$ cat src/rtl/bitlock_enforce.sv
// DNA-lock run/hold enforcer: synchronizes MATCH/DONE, filters DONE and latches a sticky verdict.
// Optional build macro BITLOCK_BYPASS_EN keeps ENABLE_OUT high after reset while still reporting the verdict.
module bitlock_enforce #(
  parameter int SYNC_STAGES    = 2,
  parameter int FILTER_LEN     = 4,
  parameter int TIMEOUT_CYCLES = 1000000,
  parameter int GRACE_CYCLES   = 50000000,
  parameter int BLINK_BIT      = 23
) (
  input  logic       CLK,
  input  logic       RST_N,
  input  logic       MATCH_IN,
  input  logic       DONE_IN,
  output logic       ENABLE_OUT,
  output logic       FAIL_OUT,
  output logic [1:0] STATE_OUT,
  output logic       LED_OUT
);

  localparam int QUAL_W = (FILTER_LEN < 2) ? 1 : $clog2(FILTER_LEN);
  localparam int TO_W   = (TIMEOUT_CYCLES < 2) ? 1 : $clog2(TIMEOUT_CYCLES);
  localparam int GR_W   = (GRACE_CYCLES < 2) ? 1 : $clog2(GRACE_CYCLES);
  localparam logic [QUAL_W-1:0] QUAL_LAST = QUAL_W'(FILTER_LEN - 1);
  localparam logic [TO_W-1:0]   TO_LAST   = TO_W'((TIMEOUT_CYCLES == 0) ? 0 : TIMEOUT_CYCLES - 1);
  localparam logic [GR_W-1:0]   GR_LAST   = GR_W'(GRACE_CYCLES - 1);
  localparam bit                TO_EN     = (TIMEOUT_CYCLES != 0);

  typedef enum logic [1:0] {
    ST_WAIT  = 2'b00,
    ST_GRANT = 2'b01,
    ST_GRACE = 2'b10,
    ST_DENY  = 2'b11
  } state_t;

  state_t state_reg, state_next;

  logic [SYNC_STAGES-1:0] match_sync_reg, done_sync_reg;
  logic [QUAL_W-1:0]      qual_cnt_reg;
  logic [TO_W-1:0]        to_cnt_reg;
  logic [GR_W-1:0]        gr_cnt_reg;
  logic [BLINK_BIT:0]     blk_cnt_reg;

  logic match_s, done_s, decision, timeout_hit;
  logic core_enable;

  assign match_s = match_sync_reg[SYNC_STAGES-1];
  assign done_s  = done_sync_reg[SYNC_STAGES-1];

  always_ff @(posedge CLK or negedge RST_N) begin
    if (!RST_N) begin
      match_sync_reg <= '0;
      done_sync_reg  <= '0;
    end else begin
      match_sync_reg <= {match_sync_reg[SYNC_STAGES-2:0], MATCH_IN};
      done_sync_reg  <= {done_sync_reg[SYNC_STAGES-2:0], DONE_IN};
    end
  end

  // Run-length of done_s, saturating so a held DONE keeps the decision asserted.
  always_ff @(posedge CLK or negedge RST_N) begin
    if (!RST_N) begin
      qual_cnt_reg <= '0;
    end else if (!done_s) begin
      qual_cnt_reg <= '0;
    end else if (qual_cnt_reg != QUAL_LAST) begin
      qual_cnt_reg <= qual_cnt_reg + QUAL_W'(1);
    end
  end

  assign decision    = done_s && (qual_cnt_reg == QUAL_LAST);
  assign timeout_hit = TO_EN && (to_cnt_reg == TO_LAST);

  always_ff @(posedge CLK or negedge RST_N) begin
    if (!RST_N) begin
      state_reg   <= ST_WAIT;
      to_cnt_reg  <= '0;
      gr_cnt_reg  <= '0;
      blk_cnt_reg <= '0;
    end else begin
      state_reg   <= state_next;
      blk_cnt_reg <= blk_cnt_reg + (BLINK_BIT + 1)'(1);
      if (state_reg == ST_WAIT) begin
        to_cnt_reg <= to_cnt_reg + TO_W'(1);
      end
      if (state_reg == ST_GRACE) begin
        gr_cnt_reg <= gr_cnt_reg + GR_W'(1);
      end
    end
  end

  always_comb begin
    state_next  = state_reg;
    core_enable = 1'b0;
    FAIL_OUT    = 1'b0;
    LED_OUT     = 1'b0;
    STATE_OUT   = state_reg;
    case (state_reg)
      ST_WAIT: begin
        // A decision outranks a timeout landing on the same cycle.
        if (decision) begin
          state_next = match_s ? ST_GRANT : ST_GRACE;
        end else if (timeout_hit) begin
          state_next = ST_GRACE;
        end
      end
      ST_GRANT: begin
        core_enable = 1'b1;
        LED_OUT     = 1'b1;
      end
      ST_GRACE: begin
        core_enable = 1'b1;
        FAIL_OUT    = 1'b1;
        LED_OUT     = blk_cnt_reg[BLINK_BIT];
        if (gr_cnt_reg == GR_LAST) begin
          state_next = ST_DENY;
        end
      end
      ST_DENY: begin
        FAIL_OUT = 1'b1;
        LED_OUT  = blk_cnt_reg[BLINK_BIT];
      end
      default: state_next = ST_WAIT;
    endcase
  end

`ifdef BITLOCK_BYPASS_EN
  logic bypass_reg;

  always_ff @(posedge CLK or negedge RST_N) begin
    if (!RST_N) begin
      bypass_reg <= 1'b0;
    end else begin
      bypass_reg <= 1'b1;
    end
  end

  assign ENABLE_OUT = bypass_reg;

  logic unused_enable;
  assign unused_enable = core_enable;
`else
  assign ENABLE_OUT = core_enable;
`endif

endmodule

$ cat config.mk
export PLATFORM = sky130hd
export DESIGN_NAME = bitlock_enforce
export DESIGN_NICKNAME = d
export VERILOG_FILES = /design/src/rtl/bitlock_enforce.sv
export SDC_FILE = /design/constraint.sdc
export NUM_CORES = 1
export LEC_CHECK = 0
export CORE_AREA = 2 2 87 89
export CTS_CLUSTER_DIAMETER = 80
export DETAILED_ROUTE_END_ITERATION = 12
export DIE_AREA = 0 0 89 91
export PLACE_DENSITY = 0.71
export SYNTH_ARGS = -nofsm -noshare
export SYNTH_HDL_FRONTEND = slang
export SYNTH_SLANG_ARGS = --single-unit
$ cat constraint.sdc
create_clock -name CLK -period 2.3 [get_ports CLK]
set_clock_uncertainty 0.05 [all_clocks]
set_input_delay 0.46 -clock CLK [delete_from_list [all_inputs] [get_ports CLK]]
set_output_delay 0.46 -clock CLK [all_outputs]
set_load 0.1 [all_outputs]
==> results.cfg <==
[outcome]
status = finished clean

[route]
drt_iter0_drc = 84
wire_per_inst_um = 13.4
routed_wl_um = 5630
first_pass_iters = 4
drc_errors = 0
vias = 2193
routed_via_density = 5.23
ant_nets = 0

[synth]
ys_ff_latch = 78
synthFlopType = dfrtp_1
netlist_top_cells_area = dfrtp_1, xnor2_1, nand4_1
synth_edf_count = 0
synth_compound_area_frac = 0.0167
ys_seq_area_frac = 0.554
synth_area_per_cell_um2 = 11.9
async_flop_share = 1.00
synth.top_cell.area_share = 0.554
synth_xor_area_frac = 0.166
syn_inst = 295
synthAdderAreaFrac = 0.0248
yosys.area.top_type = dfrtp_1
synthSimpleGateAreaFrac = 0.216
ys_warn_count = 0
synth_top_family_by_area = simple AND/OR/NAND/NOR gates
synthMuxAreaShare = 0.00923
syn_area_um2 = 3520
synth_nets = 306
synth_cell_types = 36

[timing]
setup_tns_ns = 0
fin_ws_ns = 0.0664
timing.fmax_mhz = 448
rsz0062_at_grt = no
setup_viol = 0
final.period_utilization = 0.971
holdWs_ns = 0.308
final_max_slew_viol_count = 0
maxSlewHeadroom = 0.660
fin_crit_ns = 2.23
hold_viol_final = 0
tightest_slew_ns = 0.506

[power_and_ir_drop]
p_sw_mw = 1.34
p_clk_frac = 0.283
power_frac_seq = 0.431
combPwrFrac = 0.286
ir_worst_vdd_mv = 0.524
powerDensity_nw_per_um2 = 972
swShare = 0.346
cellLeakagePower_nw = 1.77
internal-power_mw = 2.54

[run]
drv_cap = 0

[layout]
nets = 326
final_common_cell = dfrtp_1
post-route-util = 0.559
syn_to_final_growth_pct = 13.3
largest_reg_flops = 26
drive_gt1_frac = 0.134
final_cell_mix = dfrtp_1, xnor2_1, nand3_1, nand4_1, nand2_1
diodes = 0

[grt]
grt.busiest_layer = met2
grt_pass1_wl_um = 9910
grt_use_met2 = 0.231
use_met1 = 0.216
antenna_found_initial = 0
grt_overflow = 0
grt_pass1_vias = 2191
grt_usage = 0.156
met3_usage = 0.0464
grt_max_degree = 37

[clock_tree]
cts_tree = yes
htreeDepth = 3
cts_root_buf = clkbuf_8
cts_buffers = 9
clk_latency_ns = 0.35
path_clk_slew_ns = 0.08
clkSinkCount = 78
cts.path.max_buffers = 2

[floorplan]
placementRows = 31
core_um2 = 7140
initial_core_util = 0.494
die_area_um2 = 8100
io_pins = 9
die_w_um = 89
die_h_um = 91

[min_path]
hold_depth = 0
hp-start = done_sync_reg[0]$_DFF_PN0_
worst_hold_path.endpoint = done_sync_reg[1]$_DFF_PN0_
hp-class = reg -> reg

[worst_setup_path]
worstPathArrival_ns = 1.72
r2r_slack_ns = 0.38
worst_setup_path_end_kind = output port
cp_max_fo = 6
worstPathRequired_ns = 1.79
r2r-end = gr_cnt_reg[15]$_DFFE_PN0P_
startpoint = STATE_OUT[0]$_DFFE_PN0P_
critPathLaunchType = flip-flop
worstSetupPathType = reg -> out
r2r_start = STATE_OUT[0]$_DFFE_PN0P_
rr_worst_depth = 6

[placed_design]
gp_congestion = 0.757
portBuffers = 8
dp_hpwl_um = 3920
pre_cts_slack_ns = 0.381
worst max-delay path by stage:
stage | slack, ns | endpoint
after floorplan | 0.05 | FAIL_OUT
after global placement | 0.44 | gr_cnt_reg[15]$_DFFE_PN0P_
after detailed placement | 0.38 | gr_cnt_reg[15]$_DFFE_PN0P_
after CTS | 0.06 | FAIL_OUT
after global routing | 0.002 | FAIL_OUT
final | 0.07 | FAIL_OUT
critical path, stage by stage (launching register included):
cell	delay (ns)
dfrtp_2	0.40
inv_1	0.09
ha_1	0.23
buf_4	0.16
or2_2	0.32
buf_12	0.17
cells in the mapped netlist (2+ instances only):
cell,number
nand2_1,20
nor4_1,5
and3_1,11
and4_1,4
or2_2,2
mux2_2,2
nor4_2,3
inv_1,7
a211oi_1,2
ha_1,7
nand4b_1,2
nand3_1,24
nand4_1,23
xnor2_1,53
and2_1,3
buf_2,3
nor3_1,2
dfrtp_1,78
nor2_1,11
nor2b_1,2
nor4_4,3
xor2_1,14
layout make-up:
| type | instances | area (um^2) |
|---|---|---|
| Fill cell | 595 | 3140 |
| Sequential cell | 78 | 1950 |
| Multi-Input combinational cell | 206 | 1530 |
| Timing Repair Buffer | 13 | 143 |
| Clock buffer | 10 | 128 |
| Tap cell | 99 | 124 |
| Clock inverter | 6 | 86.3 |
| Inverter | 7 | 26.3 |
kinds of logic after synthesis:
kind of cell    Yosys count
xor+xnor                 67
simple gates            122
fa+ha+maj                 7
compound gates            7
flops                    78
mux                       3
buf+inv                  11
timing repair:
item / 4_1_cts / 5_1_grt
endpoints found under the hold margin: 21 / 0
setup buffers: 0 / 0
setup endpoints to repair: 0 / 0
hold buffers: 1 / 0
gates resized for setup: 0 / 0
metal layers:
metal  wire (um)  up-vias  share of wire
met2        2560       34           0.45
met4          90        0          0.016
met1        2770     1073           0.49
met5           0        -              0
met3         215        8          0.038
li1            -     1078              -
through the flow:
step / cells / total power [mW] / instance area [um^2]
4_1_cts: 419 / 3.92 / 3990
2_1_floorplan: 295 / 2.48 / 3530
3_5_place_dp: 402 / 2.82 / 3770
6_report: 419 / 3.88 / 3990
5_1_grt: 419 / 4.08 / 3990
3_3_place_gp: 402 / 2.80 / 3770
power groups by stage:
stage	clock, mW	sequential, mW	combinational [mW]
after CTS	1.12	1.67	1.12
final	1.10	1.67	1.11
after detailed placement	0	1.70	1.12
after global placement	0	1.69	1.11
after global routing	1.19	1.70	1.20
after floorplan	0	1.79	0.692
No activity file was read; power rests on OpenSTA's default activity.
